`src/rtl/score_ctrl.sv`:
```
// score_ctrl: whack-a-mole round controller with round-robin hit arbitration,
// a shared saturating BCD score adder and a one-second round timer.
module score_ctrl #(
    parameter int N_MOLES     = 4,
    parameter int ROUND_SECS  = 60,
    parameter int PTS_PER_HIT = 1
) (
    input  logic               clk,
    input  logic               rst_n,
    input  logic               start,
    input  logic               tick_1hz,
    input  logic [N_MOLES-1:0] hit_req,
    input  logic [N_MOLES-1:0] mole_up,
    output logic [N_MOLES-1:0] hit_ack,
    output logic [15:0]        points,
    output logic [6:0]         time_left,
    output logic               running,
    output logic               game_over
);
    localparam int PW = $clog2(N_MOLES);

    typedef enum logic [1:0] {IDLE, RUN, DONE} state_t;

    state_t         state, state_n;
    logic [PW-1:0]  ptr, idx, gnt_idx, ptr_n;
    logic           found;
    logic [N_MOLES-1:0] elig;
    logic [4:0]     dsum;
    logic           cy;
    logic [15:0]    bsum, bcd_next;

    assign running   = state == RUN;
    assign game_over = state == DONE;

    always_comb begin
        state_n = state;
        if (state != RUN && start)
            state_n = RUN;
        else if (state == RUN && tick_1hz && time_left == 7'd1)
            state_n = DONE;
    end

    // A request that is being acknowledged this cycle sits out one arbitration.
    always_comb begin
        elig    = hit_req & ~hit_ack;
        found   = 1'b0;
        gnt_idx = '0;
        idx     = ptr;
        for (int k = 0; k < N_MOLES; k++) begin
            if (!found && elig[idx]) begin
                found   = 1'b1;
                gnt_idx = idx;
            end
            idx = (idx == PW'(N_MOLES - 1)) ? '0 : idx + 1'b1;
        end
        ptr_n = (gnt_idx == PW'(N_MOLES - 1)) ? '0 : gnt_idx + 1'b1;
    end

    always_comb begin
        cy   = 1'b0;
        bsum = '0;
        dsum = '0;
        for (int d = 0; d < 4; d++) begin
            dsum = {1'b0, points[4*d+:4]} + (d == 0 ? 5'(PTS_PER_HIT) : 5'd0) + {4'd0, cy};
            cy   = dsum > 5'd9;
            bsum[4*d+:4] = cy ? 4'(dsum - 5'd10) : dsum[3:0];
        end
        bcd_next = cy ? 16'h9999 : bsum;
    end

    always_ff @(posedge clk or negedge rst_n) begin
        if (!rst_n)
            state <= IDLE;
        else
            state <= state_n;
    end

    always_ff @(posedge clk or negedge rst_n) begin
        if (!rst_n) begin
            points    <= '0;
            time_left <= '0;
            hit_ack   <= '0;
            ptr       <= '0;
        end else begin
            hit_ack <= '0;
            if (state != RUN && start) begin
                points    <= '0;
                time_left <= 7'(ROUND_SECS);
                ptr       <= '0;
            end else if (state == RUN) begin
                if (found) begin
                    hit_ack <= N_MOLES'(1) << gnt_idx;
                    ptr     <= ptr_n;
                    if (mole_up[gnt_idx])
                        points <= bcd_next;
                end
                if (tick_1hz && time_left != 7'd0)
                    time_left <= time_left - 7'd1;
            end
        end
    end
endmodule

```
`config.mk`:
```
export PLATFORM = sky130hd
export DESIGN_NAME = score_ctrl
export DESIGN_NICKNAME = d
export VERILOG_FILES = /design/src/rtl/score_ctrl.sv
export SDC_FILE = /design/constraint.sdc
export NUM_CORES = 1
export LEC_CHECK = 0
export CAP_MARGIN = 10
export CORE_UTILIZATION = 38
export DETAILED_ROUTE_END_ITERATION = 6
export GPL_TIMING_DRIVEN = 1
export PLACE_DENSITY = 0.6
export RECOVER_POWER = 100
export SLEW_MARGIN = 5
export SYNTH_ARGS = -nofsm -noshare
export SYNTH_HDL_FRONTEND = slang
export SYNTH_SLANG_ARGS = --single-unit
```
`constraint.sdc`:
```
create_clock -name clk -period 7.85 [get_ports clk]
set_input_delay 1.57 -clock clk [delete_from_list [all_inputs] [get_ports clk]]
set_output_delay 1.57 -clock clk [all_outputs]
set_load 0.1 [all_outputs]
```
# [After elaboration in Yosys (flattened, before gate mapping)]
# Index checks and enable logic that the tools add are counted.
[totals] regBits=31 latch_bits=0 ram_bits=0 romBits=0 input_bits=12 output_inout_bits=29 wordCells=97 n_memories=0
[op_classes] n_addsub=12 mul=0 div_mod_pow=0 order_cmp=9 n_eq_ne=8 n_shift=1 mux=41 bitwise_logic=2 reduce_logical=19
[ops] op="16-bit 2-to-1 mux" n=5
[ops] op="2-bit 2-to-1 mux" n=13
[ops] op="4-bit 2-to-1 mux" n=6
[ops] op="7-bit 2-to-1 mux" n=3
[ops] op="5-bit by 4-bit > comparator with 1-bit output, second input constant" n=4
[ops] op="4-bit by 1-bit adder with 5-bit output" n=3
[ops] op="2-bit by 3-bit < comparator with 1-bit output, second input constant" n=5
[ops] op="4-bit subtractor, second input constant" n=3
[ops] op="1-bit binary-select mux with 2-bit select" n=5
[ops] op="2-bit == test, second input constant" n=5
[ops] op="2-bit nonzero test" n=5
[ops] op="1-bit 2-to-1 mux" n=9
[ops] op="2-bit by 1-bit adder with 2-bit output, second input constant" n=4
[ops] op="7-bit by 1-bit == test with 1-bit output, second input constant" n=1
[ops] op="1-bit logical AND" n=7
[ops] op="7-bit nonzero test" n=1
[ops] op="7-bit by 1-bit subtractor with 7-bit output, second input constant" n=1
[ops] op="4-bit by 1-bit adder with 5-bit output, second input constant" n=1
[ops] op="4-bit bitwise AND" n=1
[ops] op="4-bit inverter" n=1
[ops] op="2-bit AND reduction" n=2
[ops] op="1-bit by 2-bit left shift with 4-bit output, first input constant" n=1
[ops] op="1-bit zero test" n=3
[ops] op="3-bit AND reduction" n=1
[ops] op="2 further kinds" n=2

# [Logic depth before layout (Yosys ltp)]
# Gate-level depths: netlist of the first run.
[depth] ltp_word=20 mapped_depth=28 ltp_nobuf=26

# [Worst setup path before layout of the first run]
# No wires, ideal clock.
[synth_timing] path_type="register to register" start="register points[0]" end="register points[14]" setup_ns=0.079 arrival_ns=5.766 required_time_ns=7.771 slack_ns=2.005 path_stages_with_launch=28 n_path_buf=1 period_less_slack_ns=5.845 path_cell_list="dfrtp_1 > inv_1 > ha_1 > inv_1 > ha_1 > a21oi_1 > o22ai_1 > a22o_1 > ha_1 > ha_1 > inv_1 > a21oi_1 > o32ai_1 > a21oi_1 > ha_1 > ha_1 > inv_1 > a211o_1 > a21oi_1 > ha_1 > ha_1 > or2_2 > a21oi_1 > or2_2 > clkbuf_1 > a21oi_1 > a31o_1 > a21oi_1"
[synth_via] elab_chain_len=13
[synth_rtl] element="start: declaration" line_no="15" source="output logic [15:0] points,"
[synth_rtl] element="start signal: assignment" line_no="95" source="points <= bcd_next;"
[synth_rtl] element="4-bit by 1-bit adder with 5-bit output *" line_no="64" source="dsum = {1'b0, points[4*d+:4]} + (d == 0 ? 5'(PTS_PER_HIT) : 5'd0) + {4'd0, cy};"
[synth_rtl] element="5-bit by 4-bit > comparator with 1-bit output *" line_no="65" source="cy = dsum > 5'd9;"
[synth_rtl] element="4-bit by 1-bit adder with 5-bit output *" line_no="64"
[synth_rtl] element="5-bit by 4-bit > comparator with 1-bit output *" line_no="65"
[synth_rtl] element="4-bit by 1-bit adder with 5-bit output *" line_no="64"
[synth_rtl] element="5-bit by 4-bit > comparator with 1-bit output *" line_no="65"
[synth_rtl] element="4-bit by 1-bit adder with 5-bit output *" line_no="64"
[synth_rtl] element="5-bit by 4-bit > comparator with 1-bit output" line_no="65"
[synth_rtl] element="16-bit 2-to-1 mux *" line_no="68" source="bcd_next = cy ? 16'h9999 : bsum;"
[synth_rtl] element="16-bit 2-to-1 mux *" line_no="94" source="if (mole_up[gnt_idx])"
[synth_rtl] element="16-bit 2-to-1 mux *" line_no="91" source="if (found) begin"
[synth_rtl] element="16-bit 2-to-1 mux *" line_no="90" source="end else if (state == RUN) begin"
[synth_rtl] element="16-bit 2-to-1 mux *" line_no="86" source="if (state != RUN && start) begin"
# Every way passes the cells marked *; elsewhere a longest branch is shown, timed or not. The select of a mux whose other input is x is not followed.
# A chain may end at the register's enable or synchronous reset.

# [Worst setup path in the final report of the first run]
# Ends and elaborated chain as after synthesis.

==> results of run 1 <==
[final cells by class]
type                    count  area, um^2
clock buffers               6        82.6
clock inverters             1        5.00
fillers                   600        3100
inverters                  16        60.1
multi-input cells         222        1540
flip-flops and latches     31         776
well taps                  75        93.8
repair buffers             41         404
[worst max path at each step]
stage	start	to	slack, ns	cells after the start
final	points[0]$_DFFE_PN0P_	points[14]$_DFFE_PN0P_	2.19	25
after CTS	points[0]$_DFFE_PN0P_	points[14]$_DFFE_PN0P_	2.41	25
after global placement	points[0]$_DFFE_PN0P_	points[14]$_DFFE_PN0P_	2.62	26
after detailed placement	points[0]$_DFFE_PN0P_	points[14]$_DFFE_PN0P_	2.44	25
after floorplan	points[0]$_DFFE_PN0P_	points[14]$_DFFE_PN0P_	2.00	27
after global routing	points[0]$_DFFE_PN0P_	points[14]$_DFFE_PN0P_	1.69	25
[per-stage QoR]
stage / hold WS (ns) / instances / utilization, % / area [um^2]
after global placement: 0.494 / 385 / 47.6 / 2890
after CTS: 0.510 / 392 / 49.1 / 2970
final: 0.503 / 392 / 48.8 / 2960
after global routing: 0.547 / 392 / 48.8 / 2960
after detailed placement: 0.493 / 385 / 47.6 / 2890
after floorplan: 0.468 / 281 / - / 2450
[worst max-delay path: cells and delay by family (launching register included)]
family	cells	cell delay, ns
AOI/OAI and AO/OA	12	1.93
xor gates and xnor gates	1	0.19
DFF	1	0.42
and+or+nand+nor	2	0.67
adders and majority gates	8	2.07
buffers and inverters	2	0.31
[cell families (layout without fill, tap and decap cells)]
kind of cell | Yosys count | count (layout) | share of synthesized area (%)
AOI/OAI and AO/OA | 66 | 66 | 18.9
xor gates and xnor gates | 12 | 12 | 4.29
adders and majority gates | 18 | 18 | 9.18
buffers and inverters | 28 | 64 | 5.20
DFF | 31 | 31 | 31.6
muxes | 16 | 16 | 7.04
and+or+nand+nor | 110 | 110 | 23.8
[state kept, by name, summed over array words and instances, names as in the netlist]
signal	count
state	2
time_left	7
points	16
ptr	2
hit_ack	4
[layout by cell type, fill, tap and decap left out, drive strengths merged, types with 11 or more instances in the layout]
cell         count
nand2           33
o21ai           18
nand3           11
mux2i           15
dfrtp           31
ha              18
a21oi           17
dlygate4sd3     33
nor2            15
inv             16
[cell usage after synthesis, types with 3 or more instances]
library cell   n
nand2b_1       4
dfrtp_1       31
nor3_1         7
or3_1          3
nand2_1       33
and3_1         5
o21ai_0       17
and2_1         5
or2_2          4
inv_1         16
buf_6          3
clkbuf_1       8
nor4_1         5
o311a_1        3
nand3_1       11
mux2i_1       15
ha_1          18
nor2b_1        5
xnor2_1       10
nor2_1        13
a21oi_1       17
nand3b_1       4
[per-layer routing]
layer,track usage (%),vias to the layer above
met5,0,-
met3,4.29,4
met1,24.6,1040
met2,29.8,34
li1,-,1084
met4,6.32,0
==> impl_metrics.json, run 1 <==
{
  "wl_per_cell_um": 14.3,
  "worst_pin_slew_ns": 1.74,
  "drive_above_1_share_pct": 5.68,
  "syn-num-nets": 311,
  "cpMostUsedCell": "ha_1",
  "regToRegEndpoint": "points[14]$_DFFE_PN0P_",
  "synth_seq_cells": 31,
  "synth.top_cell.area_share_pct": 31.6,
  "setup_tns_ns": 0,
  "grt_max_degree": 32,
  "fp-row-count": 28,
  "worstRegToRegCells": 25,
  "cp-start-kind": "flop",
  "vias": 2162,
  "place_congestion": 0.904,
  "die_area_um2": 6780,
  "fin_ws_ns": 2.19,
  "min_path_cells": 2,
  "grt_setup_unrepaired": "false",
  "cts_buffers": 5,
  "hold_path.class": "reg -> reg",
  "root_buffer": "clkbuf_8",
  "post_cts_buffers": 0,
  "design.core.area_um2": 6060,
  "cts_sinks": 31,
  "hold_violations": 0,
  "drt_iter0_drc": 109,
  "yosysSeqAreaShare_pct": 31.6,
  "grt_usage_pct": 18.6,
  "totalWireLength_um": 5620,
  "crit_arrival_ns": 5.87,
  "synth_area_per_cell_um2": 8.73,
  "hold_end": "state[0]$_DFFE_PN0P_",
  "start_util_pct": 40.5,
  "netlist_instances": 281,
  "r2r_slack_ns": 2.19,
  "drtPass1Iterations": 4,
  "grt_pass1_vias": 1969,
  "failed_checks": "max-capacitance violations, max-slew violations",
  "portBuffers": 40,
  "ant_nets": 0,
  "synth_edf_count": 0,
  "maxSlewHeadroom_pct": -16.2,
  "critical_path.slowest_cell": "dfrtp_1",
  "grt-ovfl-total": 0,
  "synth_area_leaders": "dfrtp_1, ha_1, mux2i_1",
  "wirelength_met1_um": 2750,
  "status": "finished with violations",
  "cts-htree-levels": 2,
  "synth_flop_cell": "dfrtp_1",
  "clock_latency_ns": 0.29,
  "async_flop_share_pct": 100,
  "drv_slew": 32,
  "final_nets": 347,
  "ios": 41,
  "yosys_warnings": 0,
  "setup_viol": 0,
  "crit_fanout": 7,
  "wl_met3_um": 191,
  "die_w_um": 82.3,
  "synthToLayoutAreaGrowth_pct": 20.6,
  "timing.rr.start": "points[0]$_DFFE_PN0P_",
  "cts_buffer_depth": 2,
  "endpoint_kind": "flop",
  "max_stage_delay_ns": 0.42,
  "finalClockSkew_ns": 0.00788,
  "fin_crit_sh_pct": 72.1,
  "fin_crit_ns": 5.66,
  "cts_tree": "done",
  "fmax_mhz": 177,
  "viasPerCell": 5.52,
  "worstSetupPathType": "reg -> reg",
  "place_ws_ns": 2.44,
  "syn-cell-area_um2": 2450,
  "antenna_cells": 0,
  "grt_first_pass_wirelength_um": 9480,
  "remaining_drc_errors": 0,
  "dr_wl_met2_um": 2620,
  "drv_cap": 1,
  "antenna_found_initial": 0,
  "dpl.hpwl_um": 4000,
  "netlist-cell-type-count": 59,
  "hold_start": "state[0]$_DFFE_PN0P_",
  "post-synth-top-area-cell": "dfrtp_1",
  "fp.dieH_um": 82.3,
  "cts_hold_buf": 0,
  "top_layer": "met4",
  "worstPathRequired_ns": 8.06,
  "clk_pin_slew_worst_paths_ns": 0.06,
  "cts.repair.resized": 0
}
Power of run 1 is left out: the tool's default activity adds up to more than one toggle a clock period on the data nets, which glitch-free logic cannot reach.
==> run 2: changes to the inputs <==
- clock period: 7.85 -> 5.9 ns (I/O delays scaled with it)
==> run 2 against run 1 <==
  * First-iteration DRC count fell by 38%
  * Largest cell class unchanged
  * Clock-buffer cell count is 2 higher
  * Via count is 2.1% lower
  * Register-to-register slack worse by 1.7 ns
  * Critical path depth is the same
  * Worst hold slack improved by 0.0014 ns
  * Final cell count increased by 0.26%
  * The run still ends with max-capacitance violations, max-slew violations left
  * Core utilization increased by 0.21 points
  * Setup slack lost 1.7 ns
  * Sequential cell count is the same
  * Routed wire length is 0.16% lower
==> impl_metrics.json, run 2 (synthesis results as in run 1) <==
{
  "cts.repair.resized": 0,
  "crit_start": "points[0]$_DFFE_PN0P_",
  "cts_hold_buf": 0,
  "fp-row-count": 28,
  "setup_viol": 0,
  "regMostFlops": "points",
  "r2r_slack_ns": 0.45,
  "fin_crit_ns": 5.45,
  "crit_arrival_ns": 5.67,
  "ant_nets": 0,
  "portBuffers": 40,
  "crit_fanout": 7,
  "fin_util_pct": 49.0,
  "grt_pass1_vias": 1985,
  "failed_checks": "max-capacitance violations, max-slew violations",
  "setup_tns_ns": 0,
  "cts_buffer_depth": 2,
  "cts_sinks": 31,
  "endpoint_kind": "flop",
  "drv_slew": 32,
  "fin_crit_sh_pct": 92.4,
  "root_buffer": "clkbuf_8",
  "grt_setup_unrepaired": "false",
  "cts_buffers": 5,
  "post_cts_buffers": 0,
  "ios": 41,
  "finalClockSkew_ns": 0.00630,
  "wl_per_cell_um": 14.3,
  "viasPerCell": 5.39,
  "drt_iter0_drc": 68,
  "fp.dieH_um": 82.3,
  "grt_first_pass_wirelength_um": 9400,
  "hold_path.class": "reg -> reg",
  "final_nets": 347,
  "maxSlewHeadroom_pct": -16.8,
  "worst_pin_slew_ns": 1.75,
  "start_util_pct": 40.5,
  "die_area_um2": 6780,
  "cp-start-kind": "flop",
  "drtPass1Iterations": 4,
  "grt_usage_pct": 18.5,
  "hold_violations": 0,
  "largest_registers": "points x16, time_left x7, hit_ack x4",
  "vias": 2117,
  "cts_tree": "done",
  "worstSetupPathType": "reg -> reg",
  "endpoint": "points[14]$_DFFE_PN0P_",
  "clk_pin_slew_worst_paths_ns": 0.07,
  "largest_reg_flops": 16,
  "cts-htree-levels": 2,
  "grt_max_degree": 32,
  "totalWireLength_um": 5610,
  "antenna_cells": 0,
  "fmax_mhz": 183,
  "worstRegToRegCells": 25,
  "worstPathRequired_ns": 6.12,
  "regToRegEndpoint": "points[14]$_DFFE_PN0P_",
  "dpl.hpwl_um": 4000,
  "place_congestion": 0.905,
  "drv_cap": 1,
  "remaining_drc_errors": 0,
  "design.core.area_um2": 6060,
  "antenna_found_initial": 0,
  "grt-ovfl-total": 0,
  "clock_latency_ns": 0.29,
  "status": "finished with violations",
  "layout_common_cells": "nand2_1, dlygate4sd3_1, dfrtp_1, ha_1",
  "die_w_um": 82.3,
  "synthToLayoutAreaGrowth_pct": 21.1,
  "drive_above_1_share_pct": 5.97,
  "timing.rr.start": "points[0]$_DFFE_PN0P_"
}
run 2: cell type report:
cell class,instances,area (um^2)
Timing Repair Buffer,41,404
Multi-Input combinational cell,222,1540
Fill cell,589,3090
Sequential cell,31,776
Clock buffer,8,100
Inverter,16,60.1
Tap cell,75,93.8
run 2: worst min-delay path by stage:
stage | from | endpoint | slack [ns] | depth (start not counted)
after CTS | state[0]$_DFFE_PN0P_ | state[0]$_DFFE_PN0P_ | 0.51 | 2
after detailed placement | state[0]$_DFFE_PN0P_ | state[0]$_DFFE_PN0P_ | 0.49 | 2
after floorplan | state[0]$_DFFE_PN0P_ | state[0]$_DFFE_PN0P_ | 0.47 | 2
after global routing | time_left[6]$_DFFE_PN0P_ | time_left[6]$_DFFE_PN0P_ | 0.54 | 2
after global placement | state[0]$_DFFE_PN0P_ | state[0]$_DFFE_PN0P_ | 0.49 | 2
final | state[0]$_DFFE_PN0P_ | state[0]$_DFFE_PN0P_ | 0.50 | 2
run 2: routing by layer:
layer / GRT usage [%] / vias to the layer above / share of wire [%] / routed length (um)
met3: 3.30 / 6 / 3.0 / 169
li1: - / 1084 / - / -
met1: 24.0 / 996 / 48 / 2710
met2: 30.6 / 31 / 47 / 2640
met5: 0 / - / 0 / 0
met4: 6.84 / 0 / 1.5 / 86
run 2: per-stage QoR:
stage,instance area [um^2],hold WS [ns],instances,worst slack (ns)
after floorplan,2450,0.468,281,0.0545
after global placement,2890,0.494,385,0.666
after detailed placement,2890,0.493,385,0.495
after CTS,2990,0.508,393,0.474
after global routing,2970,0.544,393,0.0196
final,2970,0.504,393,0.450
run 2: worst max-delay path: stages, from the launching register on:
cell     delay, ns
dfrtp_1       0.42
ha_1          0.30
xnor2_1       0.19
ha_1          0.20
a21oi_1       0.14
o22ai_1       0.09
a22o_1        0.23
ha_1          0.22
ha_1          0.32
inv_1         0.17
a21oi_1       0.09
o32ai_1       0.13
a21oi_1       0.11
ha_1          0.23
ha_1          0.34
inv_1         0.13
a211o_1       0.28
a21oi_1       0.21
ha_1          0.21
ha_1          0.25
or2_2         0.28
a21oi_1       0.17
or2_2         0.23
a21oi_1       0.10
a31o_1        0.24
a21oi_1       0.11
Power of run 2 is left out for the same reason.
